===== src/rtl/event_ingress_if.sv =====
// Sensor-to-activity-map event bus: raw sensor strobe in, show-ahead buffered event out.
// Handshake: a buffered event transfers when event_valid_o and event_ready_i are both high on a rising edge; the sensor side has no backpressure.
interface event_ingress_if #(
    parameter int WIDTH_P           = 8,
    parameter int HEIGHT_P          = 8,
    parameter int TIMESTAMP_WIDTH_P = 16,
    parameter int FIFO_DEPTH_P      = 4
);
    localparam int XW = (WIDTH_P > 1) ? $clog2(WIDTH_P) : 1;
    localparam int YW = (HEIGHT_P > 1) ? $clog2(HEIGHT_P) : 1;
    localparam int LW = $clog2(FIFO_DEPTH_P) + 1;

    logic                         in_valid_i;
    logic [XW-1:0]                in_x_i;
    logic [YW-1:0]                in_y_i;
    logic                         in_polarity_i;
    logic                         event_valid_o;
    logic [XW-1:0]                event_x_o;
    logic [YW-1:0]                event_y_o;
    logic                         event_polarity_o;
    logic [TIMESTAMP_WIDTH_P-1:0] event_timestamp_o;
    logic                         event_ready_i;
    logic [LW-1:0]                fifo_level_o;
    logic [15:0]                  drop_count_o;
    logic [15:0]                  oob_count_o;

    modport slave (
        input  in_valid_i, in_x_i, in_y_i, in_polarity_i, event_ready_i,
        output event_valid_o, event_x_o, event_y_o, event_polarity_o,
               event_timestamp_o, fifo_level_o, drop_count_o, oob_count_o
    );

    modport master (
        output in_valid_i, in_x_i, in_y_i, in_polarity_i, event_ready_i,
        input  event_valid_o, event_x_o, event_y_o, event_polarity_o,
               event_timestamp_o, fifo_level_o, drop_count_o, oob_count_o
    );
endinterface


===== src/rtl/event_ingress.sv =====
// Timestamps raw sensor events, rejects out-of-map coordinates and buffers the rest
// in a small show-ahead FIFO, counting events lost to range errors or a full buffer.
module event_ingress #(
    parameter int WIDTH_P           = 8,
    parameter int HEIGHT_P          = 8,
    parameter int TIMESTAMP_WIDTH_P = 16,
    parameter int FIFO_DEPTH_P      = 4,
    parameter int TICK_DIV_P        = 1
) (
    input logic           clk_i,
    input logic           reset_n_i,
    event_ingress_if.slave bus
);
    localparam int XW = (WIDTH_P > 1) ? $clog2(WIDTH_P) : 1;
    localparam int YW = (HEIGHT_P > 1) ? $clog2(HEIGHT_P) : 1;
    localparam int PW = $clog2(FIFO_DEPTH_P);
    localparam int LW = PW + 1;
    localparam int SW = (TICK_DIV_P > 1) ? $clog2(TICK_DIV_P) : 1;
    localparam int TW = TIMESTAMP_WIDTH_P;

    localparam logic [XW:0]   X_LIM     = (XW + 1)'(WIDTH_P);
    localparam logic [YW:0]   Y_LIM     = (YW + 1)'(HEIGHT_P);
    localparam logic [SW-1:0] PRESC_MAX = SW'(TICK_DIV_P - 1);
    localparam logic [LW-1:0] DEPTH     = LW'(FIFO_DEPTH_P);

    typedef struct packed {
        logic [XW-1:0] x;
        logic [YW-1:0] y;
        logic          pol;
        logic [TW-1:0] ts;
    } entry_t;

    logic [SW-1:0] presc_q, presc_d;
    logic [TW-1:0] ts_q, ts_d;
    logic [PW-1:0] wr_ptr_q, wr_ptr_d;
    logic [PW-1:0] rd_ptr_q, rd_ptr_d;
    logic [LW-1:0] level_q, level_d;
    logic [15:0]   drop_q, drop_d;
    logic [15:0]   oob_q, oob_d;
    entry_t        mem_q [FIFO_DEPTH_P];

    logic   in_range, full, pop, push, drop, oob, tick;
    entry_t head;

    assign in_range = ({1'b0, bus.in_x_i} < X_LIM) && ({1'b0, bus.in_y_i} < Y_LIM);
    assign full     = (level_q == DEPTH);
    assign pop      = (level_q != '0) && bus.event_ready_i;
    // A full buffer still accepts an event when the head leaves in the same cycle.
    assign push     = bus.in_valid_i && in_range && (!full || pop);
    assign drop     = bus.in_valid_i && in_range && !push;
    assign oob      = bus.in_valid_i && !in_range;
    assign tick     = (presc_q == PRESC_MAX);

    always_comb begin
        presc_d  = tick ? '0 : presc_q + 1'b1;
        ts_d     = tick ? ts_q + 1'b1 : ts_q;
        wr_ptr_d = push ? wr_ptr_q + 1'b1 : wr_ptr_q;
        rd_ptr_d = pop ? rd_ptr_q + 1'b1 : rd_ptr_q;
        level_d  = level_q;
        case ({push, pop})
            2'b10:   level_d = level_q + 1'b1;
            2'b01:   level_d = level_q - 1'b1;
            default: level_d = level_q;
        endcase
        drop_d = (drop && (drop_q != 16'hFFFF)) ? drop_q + 16'd1 : drop_q;
        oob_d  = (oob && (oob_q != 16'hFFFF)) ? oob_q + 16'd1 : oob_q;
    end

    always_ff @(posedge clk_i or negedge reset_n_i) begin
        if (!reset_n_i) begin
            presc_q  <= '0;
            ts_q     <= '0;
            wr_ptr_q <= '0;
            rd_ptr_q <= '0;
            level_q  <= '0;
            drop_q   <= '0;
            oob_q    <= '0;
        end else begin
            presc_q  <= presc_d;
            ts_q     <= ts_d;
            wr_ptr_q <= wr_ptr_d;
            rd_ptr_q <= rd_ptr_d;
            level_q  <= level_d;
            drop_q   <= drop_d;
            oob_q    <= oob_d;
        end
    end

    // Storage is not reset; the outputs are masked by occupancy instead.
    always_ff @(posedge clk_i) begin
        if (push && reset_n_i) begin
            mem_q[wr_ptr_q] <= '{x: bus.in_x_i, y: bus.in_y_i, pol: bus.in_polarity_i, ts: ts_q};
        end
    end

    assign head                  = mem_q[rd_ptr_q];
    assign bus.event_valid_o     = (level_q != '0);
    assign bus.event_x_o         = bus.event_valid_o ? head.x : '0;
    assign bus.event_y_o         = bus.event_valid_o ? head.y : '0;
    assign bus.event_polarity_o  = bus.event_valid_o ? head.pol : 1'b0;
    assign bus.event_timestamp_o = bus.event_valid_o ? head.ts : '0;
    assign bus.fifo_level_o      = level_q;
    assign bus.drop_count_o      = drop_q;
    assign bus.oob_count_o       = oob_q;
endmodule

===== src/flat_wrapper.sv =====
// flat-port wrapper written by rule: the top's interface ports become plain ports
module event_ingress_flat 
#(
    parameter int WIDTH_P           = 8,
    parameter int HEIGHT_P          = 8,
    parameter int TIMESTAMP_WIDTH_P = 16,
    parameter int FIFO_DEPTH_P      = 4,
    parameter int TICK_DIV_P        = 1
)
  (clk_i, reset_n_i, bus_in_valid_i, bus_in_x_i, bus_in_y_i, bus_in_polarity_i, bus_event_ready_i, bus_event_valid_o, bus_event_x_o, bus_event_y_o, bus_event_polarity_o, bus_event_timestamp_o, bus_fifo_level_o, bus_drop_count_o, bus_oob_count_o);
  event_ingress_if #(.WIDTH_P(WIDTH_P), .HEIGHT_P(HEIGHT_P), .TIMESTAMP_WIDTH_P(TIMESTAMP_WIDTH_P), .FIFO_DEPTH_P(FIFO_DEPTH_P)) bus_i ();
  input logic clk_i;
  input logic reset_n_i;
  input wire logic [$bits(bus_i.in_valid_i)-1:0] bus_in_valid_i;
  input wire logic [$bits(bus_i.in_x_i)-1:0] bus_in_x_i;
  input wire logic [$bits(bus_i.in_y_i)-1:0] bus_in_y_i;
  input wire logic [$bits(bus_i.in_polarity_i)-1:0] bus_in_polarity_i;
  input wire logic [$bits(bus_i.event_ready_i)-1:0] bus_event_ready_i;
  output wire logic [$bits(bus_i.event_valid_o)-1:0] bus_event_valid_o;
  output wire logic [$bits(bus_i.event_x_o)-1:0] bus_event_x_o;
  output wire logic [$bits(bus_i.event_y_o)-1:0] bus_event_y_o;
  output wire logic [$bits(bus_i.event_polarity_o)-1:0] bus_event_polarity_o;
  output wire logic [$bits(bus_i.event_timestamp_o)-1:0] bus_event_timestamp_o;
  output wire logic [$bits(bus_i.fifo_level_o)-1:0] bus_fifo_level_o;
  output wire logic [$bits(bus_i.drop_count_o)-1:0] bus_drop_count_o;
  output wire logic [$bits(bus_i.oob_count_o)-1:0] bus_oob_count_o;
  assign bus_i.in_valid_i = bus_in_valid_i;
  assign bus_i.in_x_i = bus_in_x_i;
  assign bus_i.in_y_i = bus_in_y_i;
  assign bus_i.in_polarity_i = bus_in_polarity_i;
  assign bus_i.event_ready_i = bus_event_ready_i;
  assign bus_event_valid_o = bus_i.event_valid_o;
  assign bus_event_x_o = bus_i.event_x_o;
  assign bus_event_y_o = bus_i.event_y_o;
  assign bus_event_polarity_o = bus_i.event_polarity_o;
  assign bus_event_timestamp_o = bus_i.event_timestamp_o;
  assign bus_fifo_level_o = bus_i.fifo_level_o;
  assign bus_drop_count_o = bus_i.drop_count_o;
  assign bus_oob_count_o = bus_i.oob_count_o;
  event_ingress #(.WIDTH_P(WIDTH_P), .HEIGHT_P(HEIGHT_P), .TIMESTAMP_WIDTH_P(TIMESTAMP_WIDTH_P), .FIFO_DEPTH_P(FIFO_DEPTH_P), .TICK_DIV_P(TICK_DIV_P)) u_core (.clk_i(clk_i), .reset_n_i(reset_n_i), .bus(bus_i));
endmodule

===== config.mk =====
export PLATFORM = sky130hd
export DESIGN_NAME = event_ingress_flat
export DESIGN_NICKNAME = d
export VERILOG_FILES = /design/src/rtl/event_ingress_if.sv /design/src/rtl/event_ingress.sv /design/src/flat_wrapper.sv
export SDC_FILE = /design/constraint.sdc
export NUM_CORES = 1
export LEC_CHECK = 0
export ABC_AREA = 1
export ABC_CLOCK_PERIOD_IN_PS = 3680
export BUFFER_PORTS_ARGS = -buffer_cell sky130_fd_sc_hd__buf_4
export CAP_MARGIN = 15
export CORE_MARGIN = 8
export CORE_UTILIZATION = 46
export CTS_CLUSTER_SIZE = 28
export DETAILED_ROUTE_END_ITERATION = 12
export PLACE_DENSITY = 0.65
export SETUP_SLACK_MARGIN = 0.1
export SLEW_MARGIN = 10
export SYNTH_ARGS = -nofsm -noshare
export SYNTH_HDL_FRONTEND = slang
export SYNTH_SLANG_ARGS = --single-unit

===== constraint.sdc =====
create_clock -name clk_i -period 3.68 [get_ports clk_i]
set_clock_uncertainty 0.05 [all_clocks]
set_input_delay 0.552 -clock clk_i [delete_from_list [all_inputs] [get_ports clk_i]]
set_output_delay 0.552 -clock clk_i [all_outputs]
set_load 0.005 [all_outputs]

; ---- Word-level counts from Yosys, hierarchy flattened
; Memory sizes are Yosys's and may differ from the RTL's.
; Cells that the tools add are included.
[totals]
inputBits = 11
n_memories = 1
wordCells = 36
register_bits = 40
out_inout_bits = 59
ram_bits = 92
rom_bits = 0
latch_bits = 0
[classes]
n_eq_ne = 4
reduce_logical = 10
shift = 0
div_mod_pow = 0
mux = 8
add_sub_neg = 7
n_mul = 0
magnitude_cmp = 0
bitwise = 0
[mem_list]
columns = name, depth, width, read_ports, rd_ports_with_merged_regs, write_ports, line
row1 = u_core.mem_q, 4, 23, 1, 0, 1, event_ingress.sv:40  ; entry_t mem_q [FIFO_DEPTH_P];
[ops]
columns = cell, n
row1 = $add 16x1->16 const B, 2
row2 = $mux 16, 1
row3 = $ne 16x16->1 const B, 1
row4 = $mux 3, 2
row5 = $pmux 3 s2, 1
row6 = $logic_and 1x1->1, 5
row7 = $add 2x1->2 const B, 2
row8 = $mux 1, 4
row9 = $add 3x1->3 const B, 1
row10 = $eq 3x3->1 const B, 1
row11 = $reduce_bool 3->1, 1
row12 = $sub 3x1->3 const B, 1
row13 = $eq 2x1->1 const B, 1
row14 = $eq 2x2->1 const B, 1
row15 = $logic_not 1->1, 2
row16 = $reduce_bool 2->1, 1
row17 = $add 1x1->1 const B, 1
row18 = $logic_or 1x1->1, 1

; ---- Longest topological paths before layout
; Gate-level depths: netlist (run 1).
[depth]
word_depth = 7
mapped_depth = 11
depth_no_buf = 10

; ---- Worst setup path before layout (run 1)
; Ideal clock, no wire load.
[synth_timing]
path_type = input to register
startpoint = in bus_event_ready_i
endpoint = mem u_core.mem_q[0][0] in the netlist's numbering, enable pin
path_stages = 4
path_slack_ns = 1.400
path_buffers = 0
arrival_time_ns = 1.828
required_ns = 3.227
setup_time_ns = 0.403
cell_sequence = nor2_1 nand2_1 nand3_1 nor2_1
[synth_via]
elab_chain_len = 6
[synth_lines]
columns = item, line
row1 = "start, declared", flat_wrapper.sv:18  ; input wire logic [$bits(bus_i.event_ready_i)-1:0] bus_event_ready_i;
row2 = $logic_and 1x1->1, event_ingress.sv:47  ; assign pop = (level_q != '0) && bus.event_ready_i;
row3 = $logic_or 1x1->1, event_ingress.sv:49  ; assign push = bus.in_valid_i && in_range && (!full || pop);
row4 = $logic_and 1x1->1, event_ingress.sv:49
row5 = $logic_and 1x1->1, event_ingress.sv:91  ; if (push && reset_n_i) begin
row6 = $mux 1, event_ingress.sv:91
row7 = $mux 1 (not written as such), event_ingress.sv:92  ; mem_q[wr_ptr_q] <= '{x: bus.in_x_i, y: bus.in_y_i, pol: bus.in_polarity_i, ts: ts_q};
row8 = "end, declared", event_ingress.sv:40
; Every way passes these cells.

; ---- Final worst setup path (run 1)
[layout_timing]
startpoint = reg u_core.rd_ptr_q[0]
endpoint = out bus_event_timestamp_o[0]
[layout_via]
elab_chain_len = 2
[layout_lines]
columns = item, line
row1 = "start, declared", event_ingress.sv:36  ; logic [PW-1:0] rd_ptr_q, rd_ptr_d;
row2 = "start signal, assigned", event_ingress.sv:82  ; rd_ptr_q <= rd_ptr_d;
row3 = $mem_v2 4x23, n/a
row4 = $mux 16, event_ingress.sv:101  ; assign bus.event_timestamp_o = bus.event_valid_o ? head.ts : '0;
row5 = "end, declared", flat_wrapper.sv:23  ; output wire logic [$bits(bus_i.event_timestamp_o)-1:0] bus_event_timestamp_o;
; Every way passes these cells.

==> results.json, run 1 <==
{
  "outcome": "finished clean",
  "ios": 70,
  "rsz0062_at_grt": "false",
  "worstPathArrival_ps": 2260,
  "switchingPower_mw": 1.46,
  "syn_to_final_growth_pct": 18.8,
  "syn_inst": 538,
  "hold_viol_final": 0,
  "dpl.hpwl_mm": 7.15,
  "core_area_mm2": 0.0121,
  "cts_hold_buffers": 0,
  "worst_slew_pin_slew_ps": 875,
  "synthTopCellsByCount": "124 x nor2_1, 92 x edfxtp_1, 80 x nand2_1",
  "ir_drop_v": 0.000342,
  "die_y_um": 127,
  "startpoint_type": "flip-flop",
  "cts_setup_buffers": 0,
  "p_sw_share_pct": 30.2,
  "slowest_stage": "dfrtp_1",
  "drc": 0,
  "cts-resized-gates": 0,
  "final_nets": 614,
  "cts_buffers": 17,
  "path_cells": "inv_2, o21ai_0, a21oi_1, buf_4",
  "grt_overflow": 0,
  "setup_ws_ps": 820,
  "p_comb_share_pct": 28.4,
  "grt_max_degree": 48,
  "timing.slew.headroom_pct": 41.6,
  "slew_viol_final": 0,
  "wl_per_cell_um": 14.9,
  "crit_required_ps": 3080,
  "end_kind": "output port",
  "async_flop_share_pct": 29.8,
  "cts.reportedPaths.clkPinSlew_ps": 50,
  "grt.total_usage_pct": 14.6,
  "ys_types": 25,
  "path_buf_inv": 2,
  "initial_core_util_pct": 47.4,
  "final_cell_count_no_fill": 776,
  "finalCriticalPeriod_ps": 2860,
  "routed_wl_mm": 11.6,
  "p_int_mw": 3.38,
  "pre_cts_slack_ps": 1240,
  "antenna_found_initial": 0,
  "grt_pass1_vias": 3758,
  "yosys.area.top_type": "edfxtp_1",
  "fin_setup_tns_ps": 0,
  "diodes": 0,
  "gp_congestion": 0.878,
  "seq_power_share_pct": 38.2,
  "final_util_pct": 56.3,
  "cts_tree": "built",
  "place_inst": 745,
  "die_x_um": 127,
  "max_stage_delay_ps": 770,
  "fin_crit_sh_pct": 77.7,
  "path_class": "reg -> out",
  "critical_path_peak_fanout": 47,
  "viasPerCell": 4.90,
  "yosys_warnings": 0,
  "min_path_type": "in -> async",
  "crit_family": "flip-flops",
  "cap_violations": 0,
  "fmax_ghz": 0.350,
  "drive_gt1_share_pct": 16.4,
  "share_clk_of_total_power_pct": 33.4,
  "fp-row-count": 40,
  "ys_top_cells_by_area": "edfxtp_1 48%, dfrtp_1 17%, nor2_1 8.1%, nand2_1 5.3%, o21ai_0 4.6%",
  "port_buffers": 53,
  "power_leakage_nw": 2.72,
  "grt_first_pass_wirelength_mm": 18.6,
  "drt_first_pass_iters": 4,
  "ys_seq_area_share_pct": 65.5,
  "synth_ff_type": "edfxtp_1",
  "synthMostInstantiatedCell": "nor2_1",
  "synth_edf_count": 92,
  "setup_viol": 0,
  "synth-seq-cells": 131,
  "synth.avg_cell_area_um2": 10.6,
  "htreeDepth": 4,
  "antenna_left": 0,
  "clock_sinks": 131,
  "power_density_mw_per_mm2": 714,
  "clock_latency_ps": 400,
  "fp.dieArea_mm2": 0.0162,
  "vias": 3804,
  "netlist_area_mm2": 0.00571,
  "root_buffer": "clkbuf_16",
  "clock_path_buffers": 2,
  "drt_iter0_markers": 244,
  "synth_top_area_share_pct": 48.4
}
[power groups by stage]
stage	logic (mW)	registers, mW	clock network [mW]
2_1_floorplan	0.839	1.84	0
5_1_grt	1.55	1.87	1.70
3_5_place_dp	1.40	1.88	0
3_3_place_gp	1.36	1.87	0
4_1_cts	1.41	1.85	1.64
6_report	1.38	1.85	1.62
[final timing paths]
check                                      startpoint                    endpoint  slack, ps  depth (start not counted)
max                                u_core.rd_ptr_q[0]    bus_event_timestamp_o[0]        820                          4
min                                         reset_n_i              u_core.ts_q[0]         70                          1
max reg2reg                        u_core.rd_ptr_q[0]          u_core.rd_ptr_q[1]       1860                          3
min reg2reg                u_core.bus.fifo_level_o[0]  u_core.bus.fifo_level_o[0]        480                          1
max in group asynchronous                   reset_n_i             u_core.ts_q[11]       3150                          1
min in group clk_i                      bus_in_y_i[0]         u_core.mem_q[1][17]        300                          1
[logic make-up (layout without fill, tap and decap cells)]
| family | count (synthesis) | in the layout | synth area share [%] |
|---|---|---|---|
| other | 1 | 16 | 0.0657 |
| xor gates and xnor gates | 27 | 27 | 4.14 |
| adders and majority gates | 7 | 7 | 1.66 |
| buffers and inverters | 63 | 118 | 5.67 |
| AOI/OAI and AO/OA | 78 | 78 | 6.83 |
| DFF | 131 | 131 | 65.5 |
| and+or+nand+nor | 231 | 231 | 16.2 |
[flip-flops by register name, indices dropped and copies added, names as in the netlist]
| register | cells |
|---|---|
| u_core.rd_ptr_q | 2 |
| u_core.ts_q | 16 |
| u_core.bus.drop_count_o | 16 |
| u_core.mem_q | 92 |
| u_core.wr_ptr_q | 2 |
| u_core.bus.fifo_level_o | 3 |
[stage by stage]
step	hold WS, ps	power (mW)	area, µm²
final	70.6	4.85	6790
after global routing	103	5.13	6790
after CTS	89.3	4.90	6790
after detailed placement	474	3.28	6210
after global placement	466	3.23	6210
after floorplan	206	2.68	5770
[routing by layer]
metal	up-vias	part of all wire, %	GRT usage [%]
met5	-	0	0
met4	0	1.5	6.72
met3	11	6.3	4.20
met2	105	49	24.1
met1	1816	44	17.2
li1	1872	-	-
[cell usage in the layout (no fill, tap or decap), drive strengths merged]
cell type  count
conb          16
ha             6
inv           27
nand4          4
a21oi         26
fa             1
clkbuf        17
buf           59
bufinv         3
clkinvlp       2
dfrtp         39
clkinv        10
nand2         84
nand3         17
edfxtp        92
xor2          10
nor2         126
xnor2         17
o21ai         52
[final cells by class]
cell class              count  area, µm²
multi-input cells         359       1720
clock inverters            14        145
well taps                 168        210
fillers                  1016       5280
inverters                  28        108
repair buffers             59        443
flip-flops and latches    131       3740
clock buffers              17        425
No activity file was read; power rests on OpenSTA's default activity.
==> inputs of run 2 (changes only) <==
--- a/config.mk
+++ b/config.mk
@@ -5,8 +5,8 @@
 export SDC_FILE = /design/constraint.sdc
 export NUM_CORES = 1
 export LEC_CHECK = 0
-export ABC_AREA = 1
-export ABC_CLOCK_PERIOD_IN_PS = 3680
+export ABC_AREA = 0
+export ABC_CLOCK_PERIOD_IN_PS = 2700
 export BUFFER_PORTS_ARGS = -buffer_cell sky130_fd_sc_hd__buf_4
 export CAP_MARGIN = 15
 export CORE_MARGIN = 8
==> constraint.sdc (replaced) <==
create_clock -name clk_i -period 2.7 [get_ports clk_i]
set_clock_uncertainty 0.05 [all_clocks]
set_input_delay 0.405 -clock clk_i [delete_from_list [all_inputs] [get_ports clk_i]]
set_output_delay 0.405 -clock clk_i [all_outputs]
set_load 0.005 [all_outputs]
==> run 2 against run 1 <==
  * Critical path depth did not move
  * Routed wire length fell by 11%
  * Synthesized area fell by 0.79%
  * Final cell count fell by 25%
  * Register-to-register slack got worse by 1400 ps
  * Cell area rose by 0.48%
  * Flip-flop and latch count did not move
  * Setup slack got worse by 550 ps
  * First-iteration DRC count fell by 27%
  * Largest cell class unchanged
  * Highest routed layer unchanged
==> results.json, run 2 <==
{
  "outcome": "finished clean",
  "vias": 3066,
  "clock_path_buffers": 2,
  "cts_setup_buffers": 0,
  "synth_top_family_by_area": "simple AND/OR/NAND/NOR gates",
  "antenna_found_initial": 0,
  "nFillCells": 952,
  "synthMostInstantiatedCell": "edfxtp_1",
  "max_stage_delay_ps": 520,
  "worstPathArrival_ps": 1980,
  "clock_sinks": 131,
  "synth_ff_type": "edfxtp_1",
  "drive_gt1_share_pct": 31.4,
  "root_buffer": "clkbuf_16",
  "ios": 70,
  "top_register": "u_core.mem_q",
  "die_x_um": 127,
  "min_path_type": "in -> async",
  "drt_first_pass_iters": 6,
  "power_leakage_nw": 2.73,
  "syn_to_final_growth_pct": 20.3,
  "ys_seq_area_share_pct": 66.0,
  "drc": 0,
  "viasPerCell": 5.25,
  "worst_slew_pin_slew_ps": 656,
  "finalCriticalPeriod_ps": 2430,
  "synth.avg_cell_area_um2": 15.8,
  "timing.rr.start": "u_core.bus.fifo_level_o[1]",
  "seq_area_mm2": 0.00374,
  "multi_input_area_mm2": 0.00176,
  "placed_cell_area_mm2": 0.00619,
  "initial_core_util_pct": 47.2,
  "synth_edf_count": 92,
  "cts_tree": "built",
  "crit_family": "simple AND/OR/NAND/NOR gates",
  "final_area_mm2": 0.00682,
  "fp-row-count": 40,
  "largest_register_ffs": 92,
  "synth-seq-cells": 131,
  "final_nets": 442,
  "fmax_ghz": 0.411,
  "cts_hold_buffers": 0,
  "cap_violations": 0,
  "layout_common_cells": "92 x edfxtp_1, 62 x buf_4, 39 x dfrtp_1, 23 x mux4_2, 23 x and2_1",
  "path_buf_inv": 2,
  "yosys-mux-area-fraction_pct": 10.2,
  "async_flop_share_pct": 29.8,
  "crit-reg2reg-capture": "u_core.mem_q[1][10]",
  "slew_viol_final": 0,
  "die_y_um": 127,
  "synthSimpleGateAreaFrac_pct": 11.7,
  "antenna_left": 0,
  "grt_pass1_vias": 3208,
  "worstRegToRegCells": 4,
  "hold_viol_final": 0,
  "dpl.hpwl_mm": 6.86,
  "clock_latency_ps": 420,
  "grt_max_degree": 40,
  "fin_crit_sh_pct": 90.1,
  "critical_path_peak_fanout": 17,
  "yosys.area.top_type": "edfxtp_1",
  "fp.dieArea_mm2": 0.0161,
  "grt_overflow": 0,
  "slowest_stage": "or3_4",
  "ys_types": 46,
  "netlist_area_mm2": 0.00567,
  "synthTopCellsByCount": "92 x edfxtp_1, 39 x dfrtp_1, 23 x and2_1, 23 x mux4_2, 17 x xor2_1",
  "routed_wl_mm": 10.3,
  "startpoint_type": "flip-flop",
  "rrSetupSlack_ps": 430,
  "grt_first_pass_wirelength_mm": 17.3,
  "path_class": "reg -> out",
  "rsz0062_at_grt": "false",
  "setup_viol": 0,
  "yosys_warnings": 0,
  "core_area_mm2": 0.0120,
  "fin_setup_tns_ps": 0,
  "path_cells": "or3_4, buf_4, and2_1, buf_4",
  "end_kind": "output port",
  "power_density_mw_per_mm2": 968,
  "grt.total_usage_pct": 14.0,
  "drt_iter0_markers": 177,
  "synth_top_area_share_pct": 48.8,
  "layout_commonest_cell": "edfxtp_1",
  "syn_inst": 358,
  "wl_per_cell_um": 17.7,
  "gp_congestion": 0.781,
  "timing.slew.headroom_pct": 55.9,
  "synth_compound_area_share_pct": 1.66,
  "cts_buffers": 17,
  "final_util_pct": 56.8,
  "diodes": 0,
  "cp_common_cell": "buf_4",
  "ys_top_cells_by_area": "edfxtp_1 49%, dfrtp_1 17%, mux4_2 9.1%, xor2_1 2.6%, and2_1 2.5%",
  "cts.reportedPaths.clkPinSlew_ps": 60,
  "htreeDepth": 4,
  "synth_xor_xnor_area_share_pct": 4.48,
  "crit_required_ps": 2250,
  "synthAdderAreaFrac_pct": 1.68,
  "ir_drop_v": 0.000480,
  "port_buffers": 53
}
## run 2: per-stage QoR
stage	power (mW)	instances	hold WS (ps)	setup slack [ps]
global placement	4.29	552	452	398
CTS	6.70	584	37.2	202
finish	6.60	584	26.5	266
floorplan	3.63	373	59.4	371
global route	6.95	584	69.6	138
detailed placement	4.32	552	458	343
## run 2: worst max path at each step
| stage | start | slack, ps | cells past startpoint | endpoint |
|---|---|---|---|---|
| 2_1_floorplan | u_core.bus.fifo_level_o[2] | 370 | 9 | u_core.bus.fifo_level_o[1] |
| 3_3_place_gp | bus_event_ready_i | 400 | 6 | u_core.mem_q[0][20] |
| 3_5_place_dp | u_core.bus.fifo_level_o[0] | 340 | 6 | u_core.bus.fifo_level_o[1] |
| 4_1_cts | u_core.rd_ptr_q[0] | 200 | 4 | bus_event_timestamp_o[5] |
| 5_1_grt | u_core.rd_ptr_q[0] | 140 | 4 | bus_event_timestamp_o[5] |
| 6_report | u_core.bus.fifo_level_o[0] | 270 | 4 | bus_event_timestamp_o[13] |
## run 2: routing by layer
layer	part of all wire [%]	vias to the layer above	GRT usage, %	wire (µm)
met1	43	1532	16.8	4490
met2	50	77	22.1	5160
met4	1.5	0	6.51	153
met3	5.1	12	4.95	525
li1	-	1445	-	-
met5	0	-	0	0
## run 2: layout make-up
type | instances | share of cell area, %
well taps | 147 | 2.70
inverters | 13 | 0.716
multi-input cells | 199 | 25.8
flip-flops and latches | 131 | 54.8
repair buffers | 62 | 6.83
clock inverters | 15 | 2.90
clock buffers | 17 | 6.24
## run 2: cell families after synthesis
logic type                 after synthesis
muxes                                   28
xor gates and xnor gates                29
other                                    1
and+or+nand+nor                        106
adders and majority gates                7
AOI/OAI and AO/OA                       13
buffers and inverters                   43
DFF                                    131
## run 2: worst reg2reg max path, cell delays in order, from the launching register on
cell	delay (ps)
dfrtp_1	590
or3_2	210
nand3_1	210
nor2_2	530
buf_4	360
## run 2: report_power, final
group | internal (mW) | switching, mW
registers | 2.36 | 0.168
logic | 0.966 | 0.738
clock network | 1.48 | 0.891
## run 2: timing repair
action                                 CTS  global route
setup endpoints to repair               14             0
gates resized for setup                  1             0
endpoints found under the hold margin    0             0
